<file path="config.mk">
export PLATFORM = sky130hd
export DESIGN_NAME = fpu_sched
export DESIGN_NICKNAME = d
export VERILOG_FILES = /design/src/rtl/fpu_sched.sv
export SDC_FILE = /design/constraint.sdc
export NUM_CORES = 1
export LEC_CHECK = 0
export BUFFER_PORTS_ARGS = -buffer_cell sky130_fd_sc_hd__buf_2
export CAP_MARGIN = 15
export CORE_ASPECT_RATIO = 2
export CORE_UTILIZATION = 40
export CTS_CLUSTER_SIZE = 24
export DETAILED_ROUTE_END_ITERATION = 10
export PLACE_DENSITY = 0.76
export SLEW_MARGIN = 0
export SYNTH_ARGS = -nofsm -noshare
export SYNTH_HDL_FRONTEND = slang
export SYNTH_SLANG_ARGS = --single-unit
</file>
<file path="constraint.sdc">
create_clock -name clk -period 1.9 [get_ports clk]
set_clock_uncertainty 0.2 [all_clocks]
set_input_delay 0.19 -clock clk [delete_from_list [all_inputs] [get_ports clk]]
set_output_delay 0.19 -clock clk [all_outputs]
set_load 0.02 [all_outputs]
</file>
<file path="src/rtl/fpu_sched.sv">
// ---------------------------------------------------------------------------
// fpu_sched
//
// Two-requester scheduler for the shared single-precision FPU core.
// A round-robin arbiter picks one request, its operands and op code are
// latched, and the core gets a single start pulse. The scheduler then waits
// for the core's done strobe under a watchdog. It hands the result back to
// the requester that owns the operation over a valid/ack handshake. Only one
// operation is in flight at a time.
//
// Parameters
//   TIMEOUT      maximum number of WAIT cycles before the watchdog fires
//                (legal range 1..255)
//
// Ports
//   clk, rst_n                 clock, asynchronous active-low reset
//   req0_* / req1_*            request channels: valid/ready, operands a/b, op
//   core_start                 one-cycle start pulse to the FPU core
//   core_a, core_b, core_op    latched operands and op code for the core
//   core_done, core_c,         result strobe, packed result word and
//   core_flag                  exception flag from the core
//   rsp0_valid / rsp1_valid    response pending for that requester
//   rsp0_ack / rsp1_ack        requester consumes its response
//   rsp_c, rsp_flag, rsp_err   shared response word, exception flag and
//                              watchdog marker
//   busy                       high whenever the scheduler is not idle
// ---------------------------------------------------------------------------
module fpu_sched #(
  parameter int unsigned TIMEOUT = 15
) (
  input  logic        clk,
  input  logic        rst_n,
  input  logic        req0_valid,
  output logic        req0_ready,
  input  logic [31:0] req0_a,
  input  logic [31:0] req0_b,
  input  logic [1:0]  req0_op,
  input  logic        req1_valid,
  output logic        req1_ready,
  input  logic [31:0] req1_a,
  input  logic [31:0] req1_b,
  input  logic [1:0]  req1_op,
  output logic        core_start,
  output logic [31:0] core_a,
  output logic [31:0] core_b,
  output logic [1:0]  core_op,
  input  logic        core_done,
  input  logic [31:0] core_c,
  input  logic        core_flag,
  output logic        rsp0_valid,
  input  logic        rsp0_ack,
  output logic        rsp1_valid,
  input  logic        rsp1_ack,
  output logic [31:0] rsp_c,
  output logic        rsp_flag,
  output logic        rsp_err,
  output logic        busy
);

  // Last WAIT cycle index; the watchdog fires when the timer reaches it.
  localparam logic [7:0]  TMAX     = 8'(TIMEOUT - 1);
  // Quiet NaN returned when the watchdog fires.
  localparam logic [31:0] QNAN_VAL = 32'h7FC0_0000;

  typedef enum logic [1:0] {
    IDLE  = 2'd0,
    ISSUE = 2'd1,
    WAIT  = 2'd2,
    RESP  = 2'd3
  } state_t;

  state_t      state, state_nxt;
  logic [7:0]  timer;
  logic        owner;
  logic        last_grant;
  logic        grant0, grant1;
  logic        accept;
  logic        owner_ack;
  logic        timed_out;

  // Round-robin grant: on a tie the requester that was not served last wins.
  always_comb begin
    grant0 = 1'b0;
    grant1 = 1'b0;
    if (req0_valid && req1_valid) begin
      if (last_grant) grant0 = 1'b1;
      else            grant1 = 1'b1;
    end else if (req0_valid) begin
      grant0 = 1'b1;
    end else if (req1_valid) begin
      grant1 = 1'b1;
    end
  end

  assign accept    = (state == IDLE) && (grant0 || grant1);
  assign owner_ack = owner ? rsp1_ack : rsp0_ack;
  assign timed_out = (timer == TMAX);

  // State register
  always_ff @(posedge clk or negedge rst_n) begin
    if (!rst_n) state <= IDLE;
    else        state <= state_nxt;
  end

  // Next-state logic
  always_comb begin
    state_nxt = state;
    unique case (state)
      IDLE:  if (accept) state_nxt = ISSUE;
      ISSUE: state_nxt = WAIT;
      WAIT:  if (core_done || timed_out) state_nxt = RESP;
      RESP:  if (owner_ack) state_nxt = IDLE;
      default: state_nxt = IDLE;
    endcase
  end

  // Output decode. Ready is the only combinational path from the inputs;
  // it is also held low while reset is asserted so every output reads 0.
  always_comb begin
    req0_ready = rst_n && (state == IDLE) && grant0;
    req1_ready = rst_n && (state == IDLE) && grant1;
    core_start = (state == ISSUE);
    busy       = (state != IDLE);
    rsp0_valid = (state == RESP) && !owner;
    rsp1_valid = (state == RESP) &&  owner;
  end

  // Operand latch and ownership, captured on the accepting cycle only.
  always_ff @(posedge clk or negedge rst_n) begin
    if (!rst_n) begin
      core_a  <= '0;
      core_b  <= '0;
      core_op <= '0;
      owner   <= 1'b0;
    end else if (accept) begin
      core_a  <= grant1 ? req1_a  : req0_a;
      core_b  <= grant1 ? req1_b  : req0_b;
      core_op <= grant1 ? req1_op : req0_op;
      owner   <= grant1;
    end
  end

  // Watchdog timer and result capture. A done strobe outside WAIT is
  // ignored; inside WAIT it takes priority over the watchdog.
  always_ff @(posedge clk or negedge rst_n) begin
    if (!rst_n) begin
      timer    <= '0;
      rsp_c    <= '0;
      rsp_flag <= 1'b0;
      rsp_err  <= 1'b0;
    end else begin
      if (state == ISSUE) begin
        timer <= '0;
      end else if (state == WAIT) begin
        if (core_done) begin
          rsp_c    <= core_c;
          rsp_flag <= core_flag;
          rsp_err  <= 1'b0;
        end else if (timed_out) begin
          rsp_c    <= QNAN_VAL;
          rsp_flag <= 1'b1;
          rsp_err  <= 1'b1;
        end else begin
          timer <= timer + 8'd1;
        end
      end
    end
  end

  // Fairness history: only a completed hand-back updates it. After reset
  // last_grant=1 so requester 0 wins the first tie.
  always_ff @(posedge clk or negedge rst_n) begin
    if (!rst_n)                         last_grant <= 1'b1;
    else if (state == RESP && owner_ack) last_grant <= owner;
  end

endmodule

</file>
Word level (Yosys, flattened, before mapping)
Cells that the tools add are included. Widths: inputs -> output; s select.

Word-level logic and storage cells: 63. Input port bits: 172. Output and inout port bits: 106. Register bits: 112.

Mux-type cells: 24. Reduce and logical (&&, ||, !) cells: 18. Eq/ne operators: 9. Bitwise gates (word level): 1. $add $sub $neg: 1.

Operators with widths (number): $mux 32 (4); $mux 8 (4); $mux 1 (11); $ne 2x2->1 const B (5); $reduce_and 3->1 (3); $add 8x1->8 const B (1); $eq 8x4->1 const B (1); $logic_and 1x1->1 (8); $mux 2 (4); $pmux 2 s4 (1); $reduce_bool 2->1 (3); $eq 2x2->1 const B (2); $eq 2x1->1 const B (1); $logic_not 2->1 (1); $logic_or 1x1->1 (2); $logic_not 1->1 (1); $not 1->1 (1).

Depth between registers and ports, before layout
Depth after elaboration: 7. Depth in mapped cells: 7. Gate-level depth less buffers: 6.

Worst setup path after synthesis
OpenSTA, ideal clock, no wires.

Path kind: flip-flop to flip-flop. Start point: register state[1]. End point: register timer[3]. Buffers on the path: 1. Clock period less this slack: 2.010 ns. Data required time: 1.574 ns. Arrival time: 1.684 ns. Stages on the path, launching flop included: 8. Library setup time: 0.126 ns. Setup slack: -0.110 ns. Cell sequence: dfrtp_1 -> inv_1 -> ha_1 -> clkbuf_1 -> nand2b_1 -> nor2_1 -> and3_1 -> a221o_1.

Word-level cells in the longest chain between the ends: 3. Elaborated cells between the ends (all ways): 7. Classes of those cells: eq/ne: 4; mux: 1; reduce/logical: 2.

RTL lines: start, declared (line 72) `state_t state, state_nxt;`; start signal, assigned (line 102) `else state <= state_nxt;`; $eq 2x1->1 (*); named net core_start (line 43) `output logic core_start,`; $ne 2x2->1 (no source line) or $reduce_bool 2->1 (tied branches); $reduce_and 3->1 (no source line); end signal, assigned (line 164) `timer <= timer + 8'd1;`; end, declared (line 73) `logic [7:0] timer;`.

The timed path passes the listed nets; every way through them passes the cells marked *. A chain may end at the register's enable or synchronous reset.

Worst setup path in the final report
Start point: register timer[0]. End point: register rsp_c[4].

Word-level cells in the longest chain between the ends: 3.

RTL lines: $eq 8x4->1 (line 97) `assign timed_out = (timer == TMAX);`; $reduce_bool 2->1 (no source line); $reduce_and 3->1 (no source line); end signal, assigned (line 156) `rsp_c <= core_c;`; end, declared (line 54) `output logic [31:0] rsp_c,`.

Every way passes these cells.

==> metrics.txt <==
clock network power share between 10% and 20%; initial antenna violation count 4; global-route wire length before repair 31600 microns; clock buffer count from CTS 9; Max VDD drop 1.21 mV; Routed wire per std cell 19.7 microns; final setup violation count 0; highest clock rate 0.543 GHz; Comb pwr share between 50% and 60%; cell area after synthesis 5010 sq um; vias in the first global route 6200; via count 5710; Die W 81.1 microns; total wire length 20800 microns; critical-path maximum fanout 23; #FFs+latches synth 112; path depth of the worst reg2reg path 7; critical path launch point type flip-flop; Tmin final between 1.5 and 2 ns; critical path class flip-flop to flip-flop; worst skew pair latency 0.35 ns; Syn-to-layout area delta 74.3%; layout cell share with drive strength beyond 1 36.7%; final hold slack 0.0419 ns; grt met3 use 9.94%; drt pass-1 iters 5; Req. time, crit path 1.93 ns; Initial Util roughly two fifths; run status finished, final reports clean; commonest non-fill, non-tap cell in the layout buf_2; Yosys cell types 36; Root Driver clkbuf_16; I/O Buffers 277; clock transition at the registers of the reported paths around 0.070 ns; final core utilization 71.6%; largest net degree at the start of global routing 77; row count 57; die area 13000 sq um; M1 GR Usage 34.6%; Psw 5510 uW; placed instance count 869; crit share post-route between 90% and 100%; Max Transition Viols Final 0; core area 12200 sq um; worst hold path class input port to flip-flop; GPL Wtd Cong 0.854; Pleak 0.00450 uW; global-route usage over all layers 32.8%; grt ovf 0; Seq pwr share 34.6%; Worst EP arrival 1.87 ns; Synth Area per Inst 11.1 sq um; most frequent cells in the layout 275 x buf_2, 166 x dlygate4sd3_1, 111 x dfrtp_1; Net Sw Frac between 40% and 50%; die height 160 microns; nets@finish 1081; Ports approximately 280; Post-Layout Cell Count 1057; Ys Warns 0; Worst-Margin Slew roughly 0.97 ns; vias per cell 5.40; sequential fraction of the synthesis area a little under three fifths; H-tree Lvls 3; Sink Count 112; hold path depth 3; clock tree buffer depth 2; GR peak layer met2; Synth Instances roughly 450; Antenna Nets Post-Route 0; Pint just under 7000 uW; Post-route DRC 0; Starting DRT DRC Count 352; CTS tree yes; dpl hpwl 10900 microns; Mapped Nets 630; max_slew headroom 35.4%; Final Hold Vio Count 0; PD cells approximately 1400 nW/um^2; RSZ-0062 raised after global routing yes; Max-Cap Viols 0; Global Route met2 Usage between 50% and 60%; Worst Setup End Kind flip-flop
-- cells in the mapped netlist --
cell / n / area, sq um
a221o_1: 5 / 50.1
dfrtp_1: 111 / 2780
o21ai_1: 1 / 5.00
and4b_1: 2 / 20.0
buf_6: 2 / 22.5
a211oi_1: 1 / 7.51
o22a_1: 10 / 87.6
a21boi_0: 1 / 7.51
a22o_1: 25 / 219
dfstp_2: 1 / 26.3
a211o_1: 1 / 8.76
a41oi_1: 1 / 8.76
o311ai_0: 1 / 8.76
nor2_1: 8 / 30.0
and4_1: 1 / 8.76
buf_1: 1 / 3.75
o211ai_1: 1 / 7.51
nor3_2: 1 / 10.0
a31oi_1: 1 / 6.26
ha_1: 6 / 75.1
and3_1: 3 / 18.8
buf_4: 2 / 15.0
nand3_1: 6 / 30.0
clkbuf_1: 14 / 52.6
nor3_1: 4 / 20.0
o2bb2ai_1: 1 / 8.76
a21oi_1: 4 / 20.0
mux2i_1: 69 / 691
inv_1: 8 / 30.0
o21ai_0: 67 / 335
buf_2: 11 / 55.1
a21oi_2: 1 / 8.76
nor2b_1: 6 / 37.5
nand2b_1: 3 / 18.8
nand2_1: 70 / 263
and2_1: 2 / 12.5
-- layout make-up --
type	instances	area (sq um)
Fill cell	741	3470
Timing Repair Buffer	469	3320
Sequential cell	112	2800
Multi-Input combinational cell	303	2110
Clock buffer	9	225
Tap cell	147	184
Clock inverter	6	53.8
Inverter	8	30.0
Antenna cell	3	7.51
-- what timing repair did --
item,CTS,global route
pin swaps,0,3
resized for setup,8,8
gates cloned,0,1
hold buffers,166,0
setup buffers,0,3
hold endpoints to repair,211,0
endpoints found under the setup margin,36,48
-- flip-flops by register name, indices dropped and copies added, names as in the netlist --
name and count:
core_a 32, core_b 32, rsp_c 32, timer 8, core_op 2, state 2, last_grant 1, owner 1
rsp_err 1, rsp_flag 1
-- logic make-up after synthesis --
kind of cell / synth area share [%]
buffers and inverters: 3.57
flip-flops: 56.0
multiplexers: 13.8
adder cells (fa/ha/maj): 1.50
AND/OR/NAND/NOR: 9.37
AO/OA/AOI/OAI: 15.8
-- power by group through the flow --
stage	Clock, uW	Combinational (uW)	Sequential, uW
4_1_cts	1850	5970	4220
3_5_place_dp	0	5640	4230
2_1_floorplan	0	2240	5430
3_3_place_gp	0	5450	4210
5_1_grt	1940	6790	4430
6_report	1810	6330	4310
-- per-layer routing --
layer,vias up,share of wire [%]
met1,2687,34
li1,2512,-
met3,105,9.7
met4,0,6.0
met2,406,50
met5,-,0
-- worst max-delay path, cell delays in order, from the launching register on --
cell	delay, ns
dfrtp_1	0.38
inv_1	0.07
ha_1	0.14
and4b_2	0.28
a21oi_4	0.09
nand2b_1	0.18
buf_8	0.18
a22o_1	0.20
-- through the flow --
step                area [sq um]  TNS, ns  setup WS (ns)  power [uW]
detailed placement          6690   -0.658        -0.0395        9870
global route                8730   -0.211        -0.0256       13200
global placement            6690        0         0.0139        9660
floorplan                   5010        0         0.0268        7670
finish                      8730        0         0.0567       12400
CTS                         8660        0         0.0250       12000
-- path summary, 6_finish.rpt --
kind / startpoint / end / slack, ns
hold reg to reg: core_b[2] / core_b[2] / 0.28
setup / recovery: timer[0] / rsp_c[4] / 0.06
min in group asynchronous: rst_n / state[0] / 0.31
max in group asynchronous: rst_n / rsp_c[4] / 0.34
setup reg to reg: timer[0] / rsp_c[4] / 0.06
hold / removal: req1_b[0] / core_b[0] / 0.04
(Power assumes the default switching activity.)
